$ cat src/rtl/xor_scr_pkg.sv
// Shared definitions for the 16-bit XOR scrambler/descrambler pair.
// The transmit-side scrambler uses the same constants and keystream step, so both ends
// generate an identical keystream from the same seed.
//   WIDTH        data/key width (16 is the only supported value)
//   POLY         Galois feedback mask for x^16+x^14+x^13+x^11+1
//   SEED_DEFAULT key used at reset and in place of an all-zero seed
package xor_scr_pkg;

    localparam int unsigned       WIDTH        = 16;
    localparam logic [WIDTH-1:0]  POLY         = 16'hB400;
    localparam logic [WIDTH-1:0]  SEED_DEFAULT = 16'hACE1;

    typedef enum logic {
        IDLE = 1'b0,
        RUN  = 1'b1
    } state_e;

    // One Galois LFSR step: shift right, fold the polynomial back in when bit 0 falls out.
    function automatic logic [WIDTH-1:0] lfsr_step(input logic [WIDTH-1:0] k);
        return (k >> 1) ^ (k[0] ? POLY : '0);
    endfunction

    // The all-zero state is a fixed point of the LFSR, so it is never allowed as a key.
    function automatic logic [WIDTH-1:0] seed_fix(input logic [WIDTH-1:0] s);
        return (s == '0) ? SEED_DEFAULT : s;
    endfunction

endpackage

$ cat src/rtl/XorGate16.sv
// 16-bit bitwise XOR, the shared datapath primitive of the scrambler pair.
//   a, b  operands
//   y     a ^ b
module XorGate16 (
    input  logic [15:0] a,
    input  logic [15:0] b,
    output logic [15:0] y
);

    assign y = a ^ b;

endmodule

$ cat src/rtl/xor_key_lfsr.sv
// Keystream key register for the descrambler.
// Holds the current key, loads a new seed (zero mapped to SEED_DEFAULT) or steps the LFSR
// once per consumed word. A load takes priority over a step in the same cycle.
//   clk, rst_n  clock and asynchronous active-low reset (key returns to SEED_DEFAULT)
//   load        load seed into the key this cycle
//   seed        seed value sampled on load
//   advance     step the key this cycle (ignored when load is set)
//   key         current key, registered
module xor_key_lfsr
    import xor_scr_pkg::*;
(
    input  logic             clk,
    input  logic             rst_n,
    input  logic             load,
    input  logic [WIDTH-1:0] seed,
    input  logic             advance,
    output logic [WIDTH-1:0] key
);

    logic [WIDTH-1:0] key_q;
    logic [WIDTH-1:0] key_d;

    always_comb begin
        key_d = key_q;
        if (load) begin
            key_d = seed_fix(seed);
        end else if (advance) begin
            key_d = lfsr_step(key_q);
        end
    end

    always_ff @(posedge clk or negedge rst_n) begin
        if (!rst_n) begin
            key_q <= SEED_DEFAULT;
        end else begin
            key_q <= key_d;
        end
    end

    assign key = key_q;

endmodule

$ cat src/rtl/xor_descrambler16.sv
// Receive-side 16-bit XOR descrambler.
// Each accepted word is XORed with the running LFSR key to recover plaintext; the key steps
// once per accepted word. A seed_load pulse (re)synchronises the keystream and moves the
// block from IDLE to RUN. One-cycle latency, one word per cycle throughput.
//   clk, rst_n           clock and asynchronous active-low reset
//   seed_load, seed      keystream (re)seed pulse and value
//   in_valid/in_ready    scrambled word handshake, in_data the word
//   out_valid/out_ready  descrambled word handshake, out_data the registered word
//   word_cnt             words accepted since the last seed_load (wraps)
//   synced               high while in RUN
module xor_descrambler16
    import xor_scr_pkg::*;
(
    input  logic             clk,
    input  logic             rst_n,
    input  logic             seed_load,
    input  logic [WIDTH-1:0] seed,
    input  logic             in_valid,
    output logic             in_ready,
    input  logic [WIDTH-1:0] in_data,
    output logic             out_valid,
    input  logic             out_ready,
    output logic [WIDTH-1:0] out_data,
    output logic [15:0]      word_cnt,
    output logic             synced
);

    state_e           state_q;
    logic             out_valid_q;
    logic [WIDTH-1:0] out_data_q;
    logic [15:0]      word_cnt_q;
    logic [WIDTH-1:0] key;
    logic [WIDTH-1:0] plain;
    logic             accept;

    // Output slot is free when empty or being drained this cycle.
    assign in_ready = (state_q == RUN) && (!out_valid_q || out_ready);
    assign accept   = in_valid && in_ready;

    xor_key_lfsr u_key (
        .clk     (clk),
        .rst_n   (rst_n),
        .load    (seed_load),
        .seed    (seed),
        .advance (accept),
        .key     (key)
    );

    XorGate16 u_xor (
        .a (in_data),
        .b (key),
        .y (plain)
    );

    always_ff @(posedge clk or negedge rst_n) begin
        if (!rst_n) begin
            state_q     <= IDLE;
            out_valid_q <= 1'b0;
            out_data_q  <= '0;
            word_cnt_q  <= '0;
        end else begin
            if (seed_load) begin
                state_q <= RUN;
            end

            if (accept) begin
                out_valid_q <= 1'b1;
                out_data_q  <= plain;
            end else if (out_ready) begin
                out_valid_q <= 1'b0;
            end

            // A re-seed restarts the count even when it coincides with an accept.
            if (seed_load) begin
                word_cnt_q <= '0;
            end else if (accept) begin
                word_cnt_q <= word_cnt_q + 16'd1;
            end
        end
    end

    assign out_valid = out_valid_q;
    assign out_data  = out_data_q;
    assign word_cnt  = word_cnt_q;
    assign synced    = (state_q == RUN);

endmodule
$ cat config.mk
export PLATFORM = sky130hd
export DESIGN_NAME = xor_descrambler16
export DESIGN_NICKNAME = d
export VERILOG_FILES = /design/src/rtl/xor_scr_pkg.sv /design/src/rtl/XorGate16.sv /design/src/rtl/xor_key_lfsr.sv /design/src/rtl/xor_descrambler16.sv
export SDC_FILE = /design/constraint.sdc
export NUM_CORES = 1
export LEC_CHECK = 0
export CORE_UTILIZATION = 47
export DETAILED_ROUTE_END_ITERATION = 6
export PLACE_DENSITY = 0.79
export SYNTH_ARGS = -nofsm -noshare
export SYNTH_HDL_FRONTEND = slang
export SYNTH_SLANG_ARGS = --single-unit
$ cat constraint.sdc
create_clock -name clk -period 1.85 [get_ports clk]
set_input_delay 0.37 -clock clk [delete_from_list [all_inputs] [get_ports clk]]
set_output_delay 0.37 -clock clk [all_outputs]
set_load 0.02 [all_outputs]
==> impl_metrics.ini <==
[critical_path]
crit_fanout = 5
crit_slowest_cell = clkdlybuf4s50_1
crit_arrival_ns = 1.41
max_stage_delay_ns = 0.64
path_delay_family = buffers and inverters
crit_chain = clkdlybuf4s50_1
worstSetupPathType = reg2out
cp.depth = 1
start_kind = flip-flop
critPathCaptureType = output pin
crit_buf_inv = 1
critical_path_required_ns = 1.48
r2r_cells = 5

[route]
routed-wl-met2_um = 2878
vias = 2123
ant_nets = 0
via_per_inst = 5.444
drtIter0Drc = 132
top_layer = met4
wl_um = 5908
wl_met1_um = 2664
dr.pass1.iters = 6
drc = 1
wl_per_cell_um = 15.15
dr_wl_met3_um = 268

[floorplan]
core_um2 = 5107
die_h_um = 74.64
fp.dieArea_um2 = 5571
rows = 26
io_pins = 72
die_w_um = 74.64
start_util_pct = 48.55

[power_and_ir_drop]
p_leak_uw = 0.001371
power_density_nw_per_um2 = 774.1
vdd_drop_max_mv = 0.4298
power_uw = 2662

[sta]
setup_viol = 0
hold_viol_final = 0
slew_viol_final = 0
slew_headroom_pct = 76.48
rsz0062_at_grt = false
tightest_slew_ns = 0.3496
fmax_mhz = 561.8
finalCritPeriodShare_pct = 96.21
clock_skew_ns = 0.01360
final.min_clock_period_ns = 1.780
whs_ns = 0.03517
final.setup.worst_slack_ns = 0.07006

[hold_path]
hold_path.class = in2async

[run_status]
status = complete, but fails checks
violations = design-rule violations

[placed_design]
gp_congestion = 0.7450
portBuffers = 71
pre_cts_ws_ns = -0.1869
dp_hpwl_um = 4341
post_dp_cell_area_um2 = 3337

[logic_synthesis]
ys_seq_area_share_pct = 50.86
synth_commonest_cells = 42 x dfrtp_1, 31 x a21oi_1, 21 x nor2_1, 21 x xnor2_1, 15 x nand2_1
yosysUniqueCellTypes = 41
ys_ff_latch = 50
syn-num-nets = 276
synth_top_area_share_pct = 42.38
avgSynthCellArea_um2 = 10.42
ys_top_cells_by_area = dfrtp_1 42%, dfstp_2 8.5%, xnor2_1 7.4%, a21oi_1 6.3%, mux2i_1 3.2%
synth_edf_count = 0
yosysWarnings = 0
syn-cell-area_um2 = 2480
async_flop_share_pct = 100.0
synth_top_flop_cell = dfrtp_1
syn_inst = 238
synth_top_area_cell = dfrtp_1
yosysMostFrequentCell = dfrtp_1

[job]
maxCapViolCount = 0

[cells_and_area]
antennaDiodeCount = 0
fin_area_um2 = 3438
drive_gt1_share_pct = 14.37
area_growth_pct = 38.65
fin_util_pct = 67.32
fin_nets = 357

[cts]
clock_path_buffers = 2
clk_latency_ns = 0.31
cts_max_level = 2
cts_tree = yes
cts_hold_buf = 0
clkTransAtPathRegs_ns = 0.09
cts-buffers-inserted = 5
cts_root_buf = clkbuf_8
cts_num_sinks = 50
post_cts_buffers = 0

[grt]
antenna_found_initial = 0
grt_pass1_wl_um = 9653
grt_pass1_vias = 2023
grt_max_degree = 28
grt_use_total_pct = 23.19
globalRouteOverflowTotal = 0
flip-flops by register name, summed over array words and instances (netlist names):
signal / flops
u_key.key: 16
word_cnt: 16
out_valid: 1
out_data: 16
synced: 1
placed cells by master, fill, tap and decap left out, types with 8 or more instances in the layout:
cell and count:
nand2_1 15, o22a_1 8, mux2i_1 8, nor2_1 21, clkdlybuf4s50_1 66, a21oi_1 31, xnor2_1 21, dfrtp_1 42
dfstp_2 8, buf_4 14, o21ai_0 8
what timing repair did:
action,CTS,global route
cloned,0,0
gates resized for setup,1,6
setup endpoints to repair,1,5
pin swaps,0,0
endpoints found under the hold margin,0,0
worst paths after layout:
check | startpoint | to | slack [ns]
setup / recovery | word_cnt[0] | word_cnt[0] | 0.07
max in group asynchronous | rst_n | u_key.key[7] | 1.48
hold reg to reg | out_data[3] | out_data[3] | 0.53
setup reg to reg | word_cnt[0] | word_cnt[8] | 0.22
min in group clk | out_data[3] | out_data[3] | 0.53
hold / removal | rst_n | out_data[12] | 0.04
per-stage QoR:
| step | setup TNS (ns) | cells |
|---|---|---|
| 2_1_floorplan | 0 | 238 |
| 3_3_place_gp | -1.191 | 382 |
| 4_1_cts | 0 | 390 |
| 3_5_place_dp | -1.779 | 382 |
| 5_1_grt | 0 | 390 |
| 6_report | 0 | 390 |
power breakdown:
part	total (uW)	switching (uW)	leakage (uW)	internal [uW]
Sequential	1310	90.8	0.000600	1220
Clock	671	370	0.0000472	301
Combinational	676	311	0.000724	365
Total	2660	772	0.00137	1890
layout make-up:
cell class                      count  area [um^2]
Fill cell                         420         1669
Clock inverter                      2        12.51
Multi-Input combinational cell    173         1142
Tap cell                           70        87.58
Timing Repair Buffer               87        844.6
Inverter                            2        7.507
Clock buffer                        6        82.58
Sequential cell                    50         1261
routing by layer:
layer	up-vias	global-route usage [%]
met1	1034	31.09
li1	1021	-
met2	61	37.14
met4	0	8.386
met3	7	5.221
met5	-	0
cells by family (layout without fill, tap and decap cells):
kind of cell	Yosys count	after routing	synth area share, %
AO/OA/AOI/OAI	59	59	14.03
buffers and inverters	15	97	3.279
AND/OR/NAND/NOR	76	76	17.26
multiplexers	14	14	5.954
flip-flops	50	50	50.86
adder cells (fa/ha/maj)	1	1	0.5045
XOR/XNOR	23	23	8.123
(Power assumes the default switching activity.)
